<file path="config.mk">
export PLATFORM = sky130hd
export DESIGN_NAME = lut_config_loader
export DESIGN_NICKNAME = d
export VERILOG_FILES = /design/src/rtl/lut_config_loader.sv
export SDC_FILE = /design/constraint.sdc
export NUM_CORES = 1
export LEC_CHECK = 0
export ABC_AREA = 1
export CORE_MARGIN = 4
export CORE_UTILIZATION = 33
export CTS_CLUSTER_DIAMETER = 30
export DETAILED_ROUTE_END_ITERATION = 12
export GPL_TIMING_DRIVEN = 0
export HOLD_SLACK_MARGIN = 0.12
export SYNTH_ARGS = -nofsm -noshare
export SYNTH_HDL_FRONTEND = slang
export SYNTH_SLANG_ARGS = --single-unit
</file>
<file path="constraint.sdc">
create_clock -name clk -period 1.42 [get_ports clk]
set_clock_uncertainty 0.05 [all_clocks]
set_input_delay 0.142 -clock clk [delete_from_list [all_inputs] [get_ports clk]]
set_output_delay 0.142 -clock clk [all_outputs]
set_load 0.01 [all_outputs]
</file>
<file path="src/rtl/lut_config_loader.sv">
// lut_config_loader: streams a LUT truth table into a shadow register and commits it atomically
// to the active values bus, with a registered evaluation output z = values[s].
module lut_config_loader #(
   parameter int INPUTS = 4,
   parameter int WIDTH = 1 << INPUTS,
   parameter int WORD = 4,
   localparam int NUM_WORDS = WIDTH / WORD
) (
   input  logic              clk,
   input  logic              rst,
   input  logic              cfg_start,
   input  logic              cfg_abort,
   input  logic              cfg_valid,
   output logic              cfg_ready,
   input  logic [WORD-1:0]   cfg_data,
   output logic              cfg_done,
   output logic              cfg_err,
   output logic              busy,
   output logic [WIDTH-1:0]  values,
   input  logic [INPUTS-1:0] s,
   output logic              z
);
   localparam int CW = NUM_WORDS > 1 ? $clog2(NUM_WORDS) : 1;
   localparam logic [CW-1:0] LAST = CW'(NUM_WORDS - 1);
   localparam logic [1:0] IDLE = 2'd0, LOAD = 2'd1, COMMIT = 2'd2;

   logic [1:0]       state;
   logic [CW-1:0]    cnt;
   logic [WIDTH-1:0] shadow;

   assign cfg_ready = state == LOAD;
   assign busy = state != IDLE;

   always_ff @(posedge clk or posedge rst) begin
      if (rst) begin
         state <= IDLE;
         cnt <= '0;
         shadow <= '0;
         values <= '0;
         z <= 1'b0;
         cfg_done <= 1'b0;
         cfg_err <= 1'b0;
      end else begin
         cfg_done <= state == COMMIT;
         cfg_err <= state == LOAD && cfg_abort;
         z <= values[s];
         if (state == IDLE && cfg_start) begin
            state <= LOAD;
            cnt <= '0;
         end else if (state == LOAD && cfg_abort) begin
            state <= IDLE;
            cnt <= '0;
         end else if (state == LOAD && cfg_valid) begin
            shadow[cnt*WORD +: WORD] <= cfg_data;
            cnt <= cnt == LAST ? '0 : cnt + 1'b1;
            state <= cnt == LAST ? COMMIT : LOAD;
         end else if (state == COMMIT) begin
            values <= shadow;
            state <= IDLE;
         end
      end
   end
endmodule

</file>
# After elaboration in Yosys (flattened, before gate mapping)
# Index checks and enable logic that the tools add are counted.
dict set report word_totals {
  regBits 39
  input_bits 13
  output_inout_bits 21
  wordCells 39
}
dict set report classes {
  addsub 2
  order_cmp 1
  n_eq_ne 3
  n_shift 2
  mux 12
  bitwise_logic 3
  reduce_logical 9
}
# cell n
set ops {}
lappend ops {{$neg A4 Y34} 1}
lappend ops {{$shift A4 B34 Y16 const A} 1}
lappend ops {{$shiftx A4 B34 Y16} 1}
lappend ops {{$mux W2} 9}
lappend ops {{$bwmux W16} 1}
lappend ops {{$lt A4 B5 Y1 const B} 1}
lappend ops {{$bmux W1 S4} 1}
lappend ops {{$eq A2 B2 Y1 const B} 2}
lappend ops {{$reduce_and A4 Y1} 1}
lappend ops {{$reduce_bool A4 Y1} 1}
lappend ops {{$logic_and A1 B1 Y1} 3}
lappend ops {{$not A1 Y1} 3}
lappend ops {{$reduce_and A3 Y1} 1}
lappend ops {{$reduce_bool A3 Y1} 1}
lappend ops {{$add A2 B1 Y2 const B} 1}
lappend ops {{$eq A2 B1 Y1 const B} 1}
lappend ops {{$logic_not A2 Y1} 1}
lappend ops {{$reduce_bool A2 Y1} 1}
lappend ops {{$mux W1} 1}

# Longest topological paths before layout
dict set report depth {
  ltp_word 5
  depth_mapped 7
  depth_no_buf 7
}

# Worst setup path before layout
# No wires, ideal clock.
dict set report synth_path {
  path_kind {reg2reg}
  startpoint {register cnt[0]}
  endpoint {register shadow[10]}
  setup_time_ns 0.074
  t_arrival_ns 1.370
  t_required_ns 1.296
  path_slack_ns -0.074
  stages_incl_launch_ff 7
  path_buffers 0
  period_less_slack_ns 1.494
  cell_sequence {dfrtp_1 inv_1 ha_1 nand2_1 nor2_1 nand3_1 o21ai_2}
}
dict set report synth_via {
  elab_chain_len 3
  elab_cells_between_ends 4
  classes_between {add/sub (1); shift (2); mux (1)}
}
# item line_no
set synth_lines {}
lappend synth_lines {{start, declared} 28} ;# logic [CW-1:0] cnt;
lappend synth_lines {{start signal, assigned} 55} ;# cnt <= cnt == LAST ? '0 : cnt + 1'b1;
lappend synth_lines {{$neg A4 Y34 (*)} 54} ;# shadow[cnt*WORD +: WORD] <= cfg_data;
lappend synth_lines {{$shiftx A4 B34 Y16 / $shift A4 B34 Y16 (equally long branches)} 54}
lappend synth_lines {{$bwmux W16 (*)} 54}
lappend synth_lines {{end signal, assigned by index} 54}
lappend synth_lines {{end, declared} 29} ;# logic [WIDTH-1:0] shadow;
# Mark *: on every way between the ends. The rest lies on a longest branch, timed or not.
# A chain may end at the register's enable or synchronous reset.

# Worst setup path in the final report
dict set report layout_path {
  startpoint {register values[6]}
  endpoint {output port values[6]}
}
# item line_no
set layout_rtl {}
lappend layout_rtl {{start, declared} 19} ;# output logic [WIDTH-1:0] values,
lappend layout_rtl {{start signal, assigned} 58} ;# values <= shadow;
# No word-level cell between the ends.

==> reports/metrics.cfg <==
[status]
run_status=finished clean

[floorplanning]
die_w_um=84.24
die_h_um=84.24
core-area_um2=5574
start_util_pct=34.41
num_rows=27
top_level_ports=34
die-area_um2=7096

[yosys]
syn_inst=225
yosys_warnings=0
synth_enable_flop_cells=0
syn_area_per_cell_um2=8.525
async_flop_share_pct=100.0
synth-main-ff-cell=dfrtp_1
synthTopCellsByArea=dfrtp_1 51%, nand2_1 14%, nand3_1 5.7%, inv_1 5.5%, o21ai_2 5.5%
ys_seq_area_share_pct=50.88
syn-num-nets=244
synth.largest_area_cell=dfrtp_1
synth_top_area_share_pct=50.88
syn_area_um2=1918
synth_seq_cells=39
yosysUniqueCellTypes=16

[layout]
final_layout_size_suffix_gt1_share_pct=21.61
diodes=0
post-route-util_pct=45.81
fillers=558
syn2layout_area_growth_pct=33.14
nets=291

[setup_path]
path_class=flip-flop to primary output
path_buf_inv=1
r2r_start=state[0]$_DFFE_PP0P_
cp_max_fo=2
reg2reg_to=shadow[13]$_DFFE_PP0P_
startpoint=values[6]$_DFFE_PP0P_
cp.depth=1
crit_path_start_kind=flip-flop
r2r_cells=7
endpoint=values[6]
rrSetupSlack_ns=0.05
worstPathArrival_ns=1.19
worst_setup_path_end_kind=primary output
cp.required_ns=1.23
cp_cell_sequence=clkdlybuf4s50_1
slowest_stage=clkdlybuf4s50_1
crit_family=buffers and inverters
critical-path-max-stage-delay_ns=0.54

[power_and_ir_drop]
pwr-share-comb_pct=35.9
pwr-share-clk_pct=23.8
power_uw=3169
swShare_pct=36.88
p_leak_uw=0.001372
p_seq_share_pct=40.4
p_switching_uw=1169
intPower_uw=2000
power.density_nw_per_um2=1241
vdd_drop_max_mv=0.5856

[clock_tree]
cts_tree=done
clock-sinks=39
cts_hold_buf=0
cts_max_level=2
cts_root_buf=clkbuf_8
cts.path.max_buffers=2
insertion_delay_ns=0.29
path_clk_slew_ns=0.08
cts_made_buffers=5

[grt]
grt_max_degree=40
grt.total_usage_pct=12.31
grt.overflow.total=0
grt_pass1_vias=1535
antenna_found_initial=0
grt_pass1_wl_um=7072

[sta]
rsz0062_at_grt=true
period_minus_slack_ns=1.386
max_slew.worst_pin.slew_ns=0.8072
slew_headroom_pct=46.11
hold_viol_final=0
setup_viol_count_final=0
fin_crit_sh_pct=97.59
maxSlewViolCount=0
clock.fmax_mhz=721.6

[routing]
dr.pass1.iters=4
drt_wl_total_um=4115
routedWlPerCell_um=11.93
viasPerCell=4.499
drc=0
via_count=1552
first_iter_violations=68
ant_nets=0

[hold_path]
worst_hold_path_type=primary input to async pin

[place]
hpwl_um=2977
gp_congestion=0.7919
port_buffers=32

[run]
maxCapViolCount=0

-- final cells by class --
type                            count  area [um2]  share of cell area [%]
Sequential cell                    39       977.2                   38.27
Multi-Input combinational cell    153       878.3                   34.39
Timing Repair Buffer               39       386.6                   15.14
Inverter                           30       112.6                   4.410
Tap cell                           72       90.09                   3.528
Clock buffer                        5       68.82                   2.695
Clock inverter                      3       20.02                  0.7839
Buffer                              4       20.02                  0.7839
-- layer usage --
layer / wire (um) / share of wire (%) / vias to the layer above / GRT usage, %
met3: 271 / 6.6 / 4 / 4.612
met4: 27 / 0.66 / 0 / 2.632
met5: 0 / 0 / - / 0
li1: - / - / 806 / -
met1: 2007 / 49 / 701 / 16.59
met2: 1809 / 44 / 41 / 18.94
-- registers in the layout, indices dropped and copies added (netlist names) --
register and count:
shadow 16, z 1, values 16, state 2, cfg_done 1, cnt 2
cfg_err 1
-- power by group through the flow --
stage / sequential, uW / combinational, uW / clock (uW)
floorplan: 1320 / 634 / 0
global placement: 1330 / 888 / 0
detailed placement: 1330 / 902 / 0
CTS: 1280 / 1060 / 770
global route: 1290 / 1260 / 832
finish: 1280 / 1140 / 753
-- metrics by stage --
step	instance area, um2	setup slack [ns]	instances	hold WS, ns	setup TNS, ns
global placement	2332	-0.6457	329	0.4194	-22.25
floorplan	1922	0.01755	225	0.2328	0
detailed placement	2332	-0.1676	329	0.4218	-1.776
finish	2554	0.03422	345	0.2743	0
CTS	2485	0.004342	342	0.3044	0
global route	2554	-0.05302	345	0.3705	-0.3544
-- Yosys cell counts (2+ instances only) --
master and count:
buf_2 4, dfrtp_1 39, ha_1 6, inv_1 28
inv_2 2, nand2_1 70, nand2_2 2, nand2_4 4
nand3_1 22, nand4_1 4, nor2_1 11, o21ai_0 18
o21ai_2 12
-- logic make-up (layout without fill, tap and decap cells) --
group / Yosys count / after routing / synth area share (%)
and+or+nand+nor: 115 / 116 / 27.53
DFF: 39 / 39 / 50.88
buffers and inverters: 34 / 81 / 6.915
AOI/OAI and AO/OA: 30 / 30 / 10.18
adders and majority gates: 6 / 6 / 3.914
muxes: 1 / 1 / 0.5870
-- repair_timing --
item                                    CTS  global route
gates cloned                              1             0
endpoints found under the setup margin   19            41
buffers inserted                          4             3
pin swaps                                 1             4
endpoints found under the hold margin     0             0
gates resized for setup                   9            20
-- how the worst min path moves through the flow --
stage                     cells past startpoint              startpoint                      to  slack, ns
after floorplan                               2                    s[3]             z$_DFF_PP0_       0.23
after global placement                        2  shadow[15]$_DFFE_PP0P_  shadow[15]$_DFFE_PP0P_       0.42
after detailed placement                      2   shadow[0]$_DFFE_PP0P_   shadow[0]$_DFFE_PP0P_       0.42
after CTS                                     2                     rst             z$_DFF_PP0_       0.30
after global routing                          2                     rst      cfg_done$_DFF_PP0_       0.37
final                                         2                     rst  values[10]$_DFFE_PP0P_       0.27
-- cell usage in the layout, fill, tap and decap left out, types with 2 or more instances in the layout --
cell type / n
clkbuf_8: 5
buf_4: 7
nor2_2: 3
nor2_1: 7
buf_2: 4
nand2_4: 5
nand2_1: 67
clkinvlp_4: 2
nand3_1: 20
o21ai_2: 12
dlymetal6s2s_1: 8
clkdlybuf4s50_1: 21
inv_1: 24
ha_1: 5
dfrtp_1: 38
nand2_2: 4
inv_2: 6
o21ai_0: 18
nand4_1: 4
nor2_4: 3
Note: power is estimated with default switching activity, not from simulation.
